File: config.mk
export PLATFORM = sky130hd
export DESIGN_NAME = idu
export DESIGN_NICKNAME = d
export VERILOG_FILES = /design/src/rtl/idu_pkg.sv /design/src/rtl/idu_dec.sv /design/src/rtl/idu.sv
export SDC_FILE = /design/constraint.sdc
export NUM_CORES = 1
export LEC_CHECK = 0
export ABC_AREA = 1
export CAP_MARGIN = 20
export CORE_ASPECT_RATIO = 1.1
export CORE_MARGIN = 4
export CORE_UTILIZATION = 30
export CTS_BUF_LIST = sky130_fd_sc_hd__clkbuf_8 sky130_fd_sc_hd__clkbuf_16
export DETAILED_ROUTE_END_ITERATION = 8
export SYNTH_ARGS = -nofsm -noshare
export SYNTH_HDL_FRONTEND = slang
export SYNTH_SLANG_ARGS = --single-unit
File: constraint.sdc
create_clock -name clk -period 7.4 [get_ports clk]
set_input_delay 0.74 -clock clk [delete_from_list [all_inputs] [get_ports clk]]
set_output_delay 0.74 -clock clk [all_outputs]
set_load 0.05 [all_outputs]
File: src/rtl/idu_pkg.sv
// Shared types and constants for the RV32I instruction decode unit.
// Holds the micro-op class enum, opcode encodings and the decode FSM states.
package idu_pkg;

    localparam int XLEN = 32;

    typedef enum logic [3:0] {
        OP_LUI    = 4'd0,
        OP_AUIPC  = 4'd1,
        OP_JAL    = 4'd2,
        OP_JALR   = 4'd3,
        OP_BRANCH = 4'd4,
        OP_LOAD   = 4'd5,
        OP_STORE  = 4'd6,
        OP_OPIMM  = 4'd7,
        OP_OP     = 4'd8,
        OP_FENCE  = 4'd9,
        OP_SYSTEM = 4'd10,
        OP_ILL    = 4'd11
    } op_e;

    typedef enum logic {
        RUN   = 1'b0,
        SLEEP = 1'b1
    } state_e;

    localparam logic [6:0] OPC_LUI    = 7'b0110111;
    localparam logic [6:0] OPC_AUIPC  = 7'b0010111;
    localparam logic [6:0] OPC_JAL    = 7'b1101111;
    localparam logic [6:0] OPC_JALR   = 7'b1100111;
    localparam logic [6:0] OPC_BRANCH = 7'b1100011;
    localparam logic [6:0] OPC_LOAD   = 7'b0000011;
    localparam logic [6:0] OPC_STORE  = 7'b0100011;
    localparam logic [6:0] OPC_OPIMM  = 7'b0010011;
    localparam logic [6:0] OPC_OP     = 7'b0110011;
    localparam logic [6:0] OPC_FENCE  = 7'b0001111;
    localparam logic [6:0] OPC_SYSTEM = 7'b1110011;

    localparam logic [31:0] WFI_ENC = 32'h1050_0073;

    typedef struct packed {
        op_e         op;
        logic [2:0]  funct3;
        logic        funct7b5;
        logic [4:0]  rs1;
        logic [4:0]  rs2;
        logic [4:0]  rd;
        logic        rd_we;
        logic [31:0] imm;
        logic        ill;
    } uop_t;

    function automatic logic writes_rd(input op_e op);
        return op inside {OP_LUI, OP_AUIPC, OP_JAL, OP_JALR, OP_LOAD, OP_OPIMM, OP_OP};
    endfunction

endpackage

File: src/rtl/idu_dec.sv
// Combinational RV32I field extraction: instruction word to micro-op.
// Illegal encodings come out as OP_ILL with a zero immediate and no rd write.
module idu_dec
    import idu_pkg::*;
(
    input  logic [31:0] ins,
    output uop_t        uop,
    output logic        is_wfi
);

    logic [31:0] imm_i;
    logic [31:0] imm_s;
    logic [31:0] imm_b;
    logic [31:0] imm_u;
    logic [31:0] imm_j;

    assign imm_i = {{20{ins[31]}}, ins[31:20]};
    assign imm_s = {{20{ins[31]}}, ins[31:25], ins[11:7]};
    assign imm_b = {{19{ins[31]}}, ins[31], ins[7], ins[30:25], ins[11:8], 1'b0};
    assign imm_u = {ins[31:12], 12'h000};
    assign imm_j = {{11{ins[31]}}, ins[31], ins[19:12], ins[20], ins[30:21], 1'b0};

    assign is_wfi = (ins == WFI_ENC);

    // NOTE: every field gets a default before the case so no path can infer a latch.
    always_comb begin
        uop          = '0;
        uop.op       = OP_ILL;
        uop.funct3   = ins[14:12];
        uop.funct7b5 = ins[30];
        uop.rs1      = ins[19:15];
        uop.rs2      = ins[24:20];
        uop.rd       = ins[11:7];
        uop.imm      = '0;

        // Every opcode constant ends in 2'b11, so compressed encodings fall to default.
        case (ins[6:0])
            OPC_LUI:    begin uop.op = OP_LUI;    uop.imm = imm_u; end
            OPC_AUIPC:  begin uop.op = OP_AUIPC;  uop.imm = imm_u; end
            OPC_JAL:    begin uop.op = OP_JAL;    uop.imm = imm_j; end
            OPC_JALR:   begin uop.op = OP_JALR;   uop.imm = imm_i; end
            OPC_BRANCH: begin uop.op = OP_BRANCH; uop.imm = imm_b; end
            OPC_LOAD:   begin uop.op = OP_LOAD;   uop.imm = imm_i; end
            OPC_STORE:  begin uop.op = OP_STORE;  uop.imm = imm_s; end
            OPC_OPIMM:  begin uop.op = OP_OPIMM;  uop.imm = imm_i; end
            OPC_FENCE:  begin uop.op = OP_FENCE;  uop.imm = imm_i; end
            OPC_SYSTEM: begin uop.op = OP_SYSTEM; uop.imm = imm_i; end
            OPC_OP: begin
                if (ins[31:25] == 7'h00 || ins[31:25] == 7'h20) begin
                    uop.op = OP_OP;
                end
            end
            default: ;
        endcase

        uop.ill   = (uop.op == OP_ILL);
        uop.rd_we = writes_rd(uop.op) && (uop.rd != 5'd0);
    end

endmodule

File: src/rtl/idu.sv
// Instruction decode stage: fetch handshake, WFI sleep FSM and the registered
// micro-op presented to the ALU, with branch-redirect and start kill.
module idu
    import idu_pkg::*;
(
    input  logic            clk,
    input  logic            rst,
    input  logic            start_vld,
    input  logic            ifu_idu_vld,
    input  logic [31:0]     ifu_idu_ins,
    input  logic [XLEN-1:0] ifu_idu_pc,
    output logic            idu_ifu_rdy,
    output logic            idu_ifu_wfi,
    input  logic            alu_ifu_br_vld,
    input  logic            alu_idu_rdy,
    output logic            idu_alu_vld,
    output logic [XLEN-1:0] idu_alu_pc,
    output op_e             idu_alu_op,
    output logic [2:0]      idu_alu_funct3,
    output logic            idu_alu_funct7b5,
    output logic [4:0]      idu_alu_rs1,
    output logic [4:0]      idu_alu_rs2,
    output logic [4:0]      idu_alu_rd,
    output logic            idu_alu_rd_we,
    output logic [31:0]     idu_alu_imm,
    output logic            idu_alu_ill
);

    state_e          state_q;
    state_e          state_d;
    logic            vld_q;
    uop_t            uop_q;
    logic [XLEN-1:0] pc_q;

    uop_t dec_uop;
    logic dec_wfi;
    logic accept;
    logic wfi_take;
    logic load;
    logic kill;

    idu_dec u_dec (
        .ins    (ifu_idu_ins),
        .uop    (dec_uop),
        .is_wfi (dec_wfi)
    );

    assign kill = alu_ifu_br_vld | start_vld;

    always_comb begin
        state_d     = state_q;
        idu_ifu_rdy = (state_q == RUN) & ~alu_ifu_br_vld & (~vld_q | alu_idu_rdy);
        accept      = ifu_idu_vld & idu_ifu_rdy;
        wfi_take    = accept & dec_wfi;
        load        = accept & ~dec_wfi & ~kill;
        idu_ifu_wfi = ((state_q == SLEEP) & ~start_vld) | wfi_take;

        case (state_q)
            RUN:     if (wfi_take && !start_vld) state_d = SLEEP;
            SLEEP:   if (start_vld) state_d = RUN;
            default: state_d = RUN;
        endcase
    end

    // NOTE: sequential state uses non-blocking assignments so every register samples pre-edge values.
    always_ff @(posedge clk or posedge rst) begin
        if (rst) begin
            state_q <= RUN;
        end else begin
            state_q <= state_d;
        end
    end

    always_ff @(posedge clk or posedge rst) begin
        if (rst) begin
            vld_q <= 1'b0;
        end else if (kill) begin
            vld_q <= 1'b0;
        end else if (load) begin
            vld_q <= 1'b1;
        end else if (alu_idu_rdy) begin
            vld_q <= 1'b0;
        end
    end

    // NOTE: the payload is reset too because the ALU-side data outputs must read zero out of reset.
    always_ff @(posedge clk or posedge rst) begin
        if (rst) begin
            uop_q <= '0;
            pc_q  <= '0;
        end else if (load) begin
            uop_q <= dec_uop;
            pc_q  <= ifu_idu_pc;
        end
    end

    assign idu_alu_vld      = vld_q;
    assign idu_alu_pc       = pc_q;
    assign idu_alu_op       = uop_q.op;
    assign idu_alu_funct3   = uop_q.funct3;
    assign idu_alu_funct7b5 = uop_q.funct7b5;
    assign idu_alu_rs1      = uop_q.rs1;
    assign idu_alu_rs2      = uop_q.rs2;
    assign idu_alu_rd       = uop_q.rd;
    assign idu_alu_rd_we    = uop_q.rd_we;
    assign idu_alu_imm      = uop_q.imm;
    assign idu_alu_ill      = uop_q.ill;

endmodule

==> results.md <==
* Register bit total from synthesis at 91
* Post-synth top cells: 319 x nand2_1, 91 x dfrtp_1, 37 x nor2_1
* PnR worst setup slack at 3.475 ns
* Mapped Area at 4194 µm²
* Synth warn at 0
* Drc violations at 0
* Die Y at 132.0 µm
* Placed insts at 883
* Cell with the most instances after synthesis: nand2_1
* Clk root buf: clkbuf_16
* Post-CTS Resized at 0
* Core Region at 13,740 µm²
* Die width at 120.7 µm
* Sink Count at 91
* VDD IR max at 0.1001 mV
* Net Count, Synth at 624
* Vias in the first global route at 4,177
* Port bufs at 161
* Min-delay src: idu_alu_pc[23]
* Routability congestion estimate at 0.8606
* Slew @ Worst Pin at 0.7155 ns
* Wire per inst at 14.67 µm
* # setup viols final at 0
* Asr flop ratio synth at 100.0%
* Most area-consuming cells after synthesis: dfrtp_1 54%, nand2_1 29%, nor2_1 3.3%, nand3_1 2.3%, nand4_1 2.2%
* GR Overflow Total at 0
* Post-Syn Instances at 554
* Post-Route WL at 13,200 µm
* Final min period at 3.925 ns
* Pleak at 3.232 nW
* Pre-CTS setup slack at 3.186 ns
* PwrDens at 267.6 nW/µm²
* Setup crit end kind: output port
* Ports at 162
* Status: complete, no violations
* Max cap viols at 0
* Area share of the largest cell type after synthesis at 54.30%
* Hold Buf Count CTS at 0
* Starting density of the core at 30.53%
* CP max FO at 6
* H-tree lvl count at 3
* Sequential Area at 2277 µm²
* Unrepaired setup endpoints after global routing: false
* Yosys cell types at 23
* Worst hold margin at 0.4754 ns
* CTS tree: done
* Initial DRT Pass Iterations at 5
* GRT Resource Usage Total at 16.79%
* Post-DR vias/cell at 4.531
* Worst skew pair latency at 0.33 ns
* Hold/Removal Path Class: register to register
* WP data arrival at 3.19 ns
* First-pass GRT wire length at 21,610 µm
* Clock slew at reported path FFs at 0.06 ns
* Max-slew headroom at 52.30%
* Final Hold Fails at 0
* WP data required at 6.66 ns
* Starting DRT DRC Count at 325
* Num CTS Buffers at 9
* Slew Limit Fails at 0
* Critical path origin: ifu_idu_ins[2]
* Fin cells at 900
* RR Startpoint: idu_alu_vld
* Fmax achieved at 254.8 MHz
* Part of the cycle the worst path needs at 53.04%
* Synth-to-Final Area Change at 50.90%
* Bufs on Longest Clock Path at 2
* Via total after detailed routing at 4,078
* Pin count of the biggest net entering global routing at 97
* DIE AREA at 15,940 µm²
* ANT cells at 0
* Largest area contributor in the netlist: dfrtp_1
* Filler cell count at 1,386
* Post-CTS setup buffer count at 0
* Multi-input logic area at 1680 µm²
* Layout cells sized above 1 at 4.213%
* Nets at 777
* Flop-to-flop setup slack at 4.58 ns
* DP HPWL at 9740 µm
* EDFF count, synth at 0
* Ys flop type: dfrtp_1
* Row count at 45
* Power, Total at 1.694 mW
* Clock Skews at 0.005541 ns
* Setup CP Type: input pin to output port
* Setup_tns at 0 ns
* Number of routed nets with antenna violations at 0
* Initial antenna violation count at 0
* Register area share after synthesis at 54.30%
* Startpoint types: input pin
* Avg Cell Area, Syn at 7.570 µm²
[critical path, cell delays in order]
cell	delay, ns
clkdlybuf4s50_1	0.46
nor2_2	0.17
nand2_2	0.11
inv_2	0.11
nand2_1	0.06
nor2_1	0.10
nand2_1	0.16
o21ai_0	0.40
clkdlybuf4s50_1	0.88
[where the power goes]
part           leakage, nW  internal, mW  switching (mW)
clock network        0.179         0.357           0.183
logic                 1.87         0.184           0.364
registers             1.19         0.567          0.0401
total                 3.23          1.11           0.587
[worst paths after layout]
kind | cells past startpoint | to
min in group asynchronous | 2 | idu_alu_pc[15]
worst min-delay path | 2 | idu_alu_pc[23]
max in group asynchronous | 3 | idu_alu_imm[23]
worst max-delay path | 9 | idu_ifu_wfi
worst min register to register | 2 | idu_alu_pc[23]
worst max register to register | 11 | idu_alu_pc[17]
[layer usage]
layer	track usage (%)	vias up	share of wire, %
met5	0	-	0
met4	5.856	0	2.0
met3	4.335	18	7.5
met2	25.72	161	44
met1	23.08	1885	46
li1	-	2014	-
[state kept, by name, summed over array words and instances, names as in the netlist, 3 cells and up]
register and flops:
idu_alu_pc 32, idu_alu_rd 5, idu_alu_op 4, idu_alu_rs1 5, idu_alu_rs2 5, idu_alu_funct3 3, idu_alu_imm 32
[cells by family after synthesis]
group / after synthesis / synth area share [%]
simple gates: 400 / 37.89
flops: 91 / 54.30
compound gates: 15 / 1.999
buf+inv: 48 / 5.817
[layout make-up]
cell class,count,area share [%]
Clock buffer,12,4.211
Clock inverter,4,1.503
Inverter,26,1.582
Multi-Input combinational cell,415,26.55
Sequential cell,91,35.98
Tap cell,188,3.717
Timing Repair Buffer,164,26.45
[metrics by stage]
step                      utilization, %  instance area, µm²
after floorplan                        -                4194
after global placement             43.03                5912
after detailed placement           43.23                5939
after CTS                          45.87                6301
after global routing               46.07                6329
final                              46.07                6329
[placed cells by master (no fill, tap or decap), types with 2 or more instances in the layout]
master,count
nand2_1,319
clkdlybuf4s50_1,161
dfrtp_1,91
nor2_1,37
inv_1,21
nand3_1,19
nand4_1,15
o21ai_0,9
clkbuf_16,9
inv_2,4
nand2_2,3
nor3_1,3
bufinv_16,3
clkbuf_8,3
o22ai_1,2
buf_16,2
Note: power is estimated with default switching activity, not from simulation.
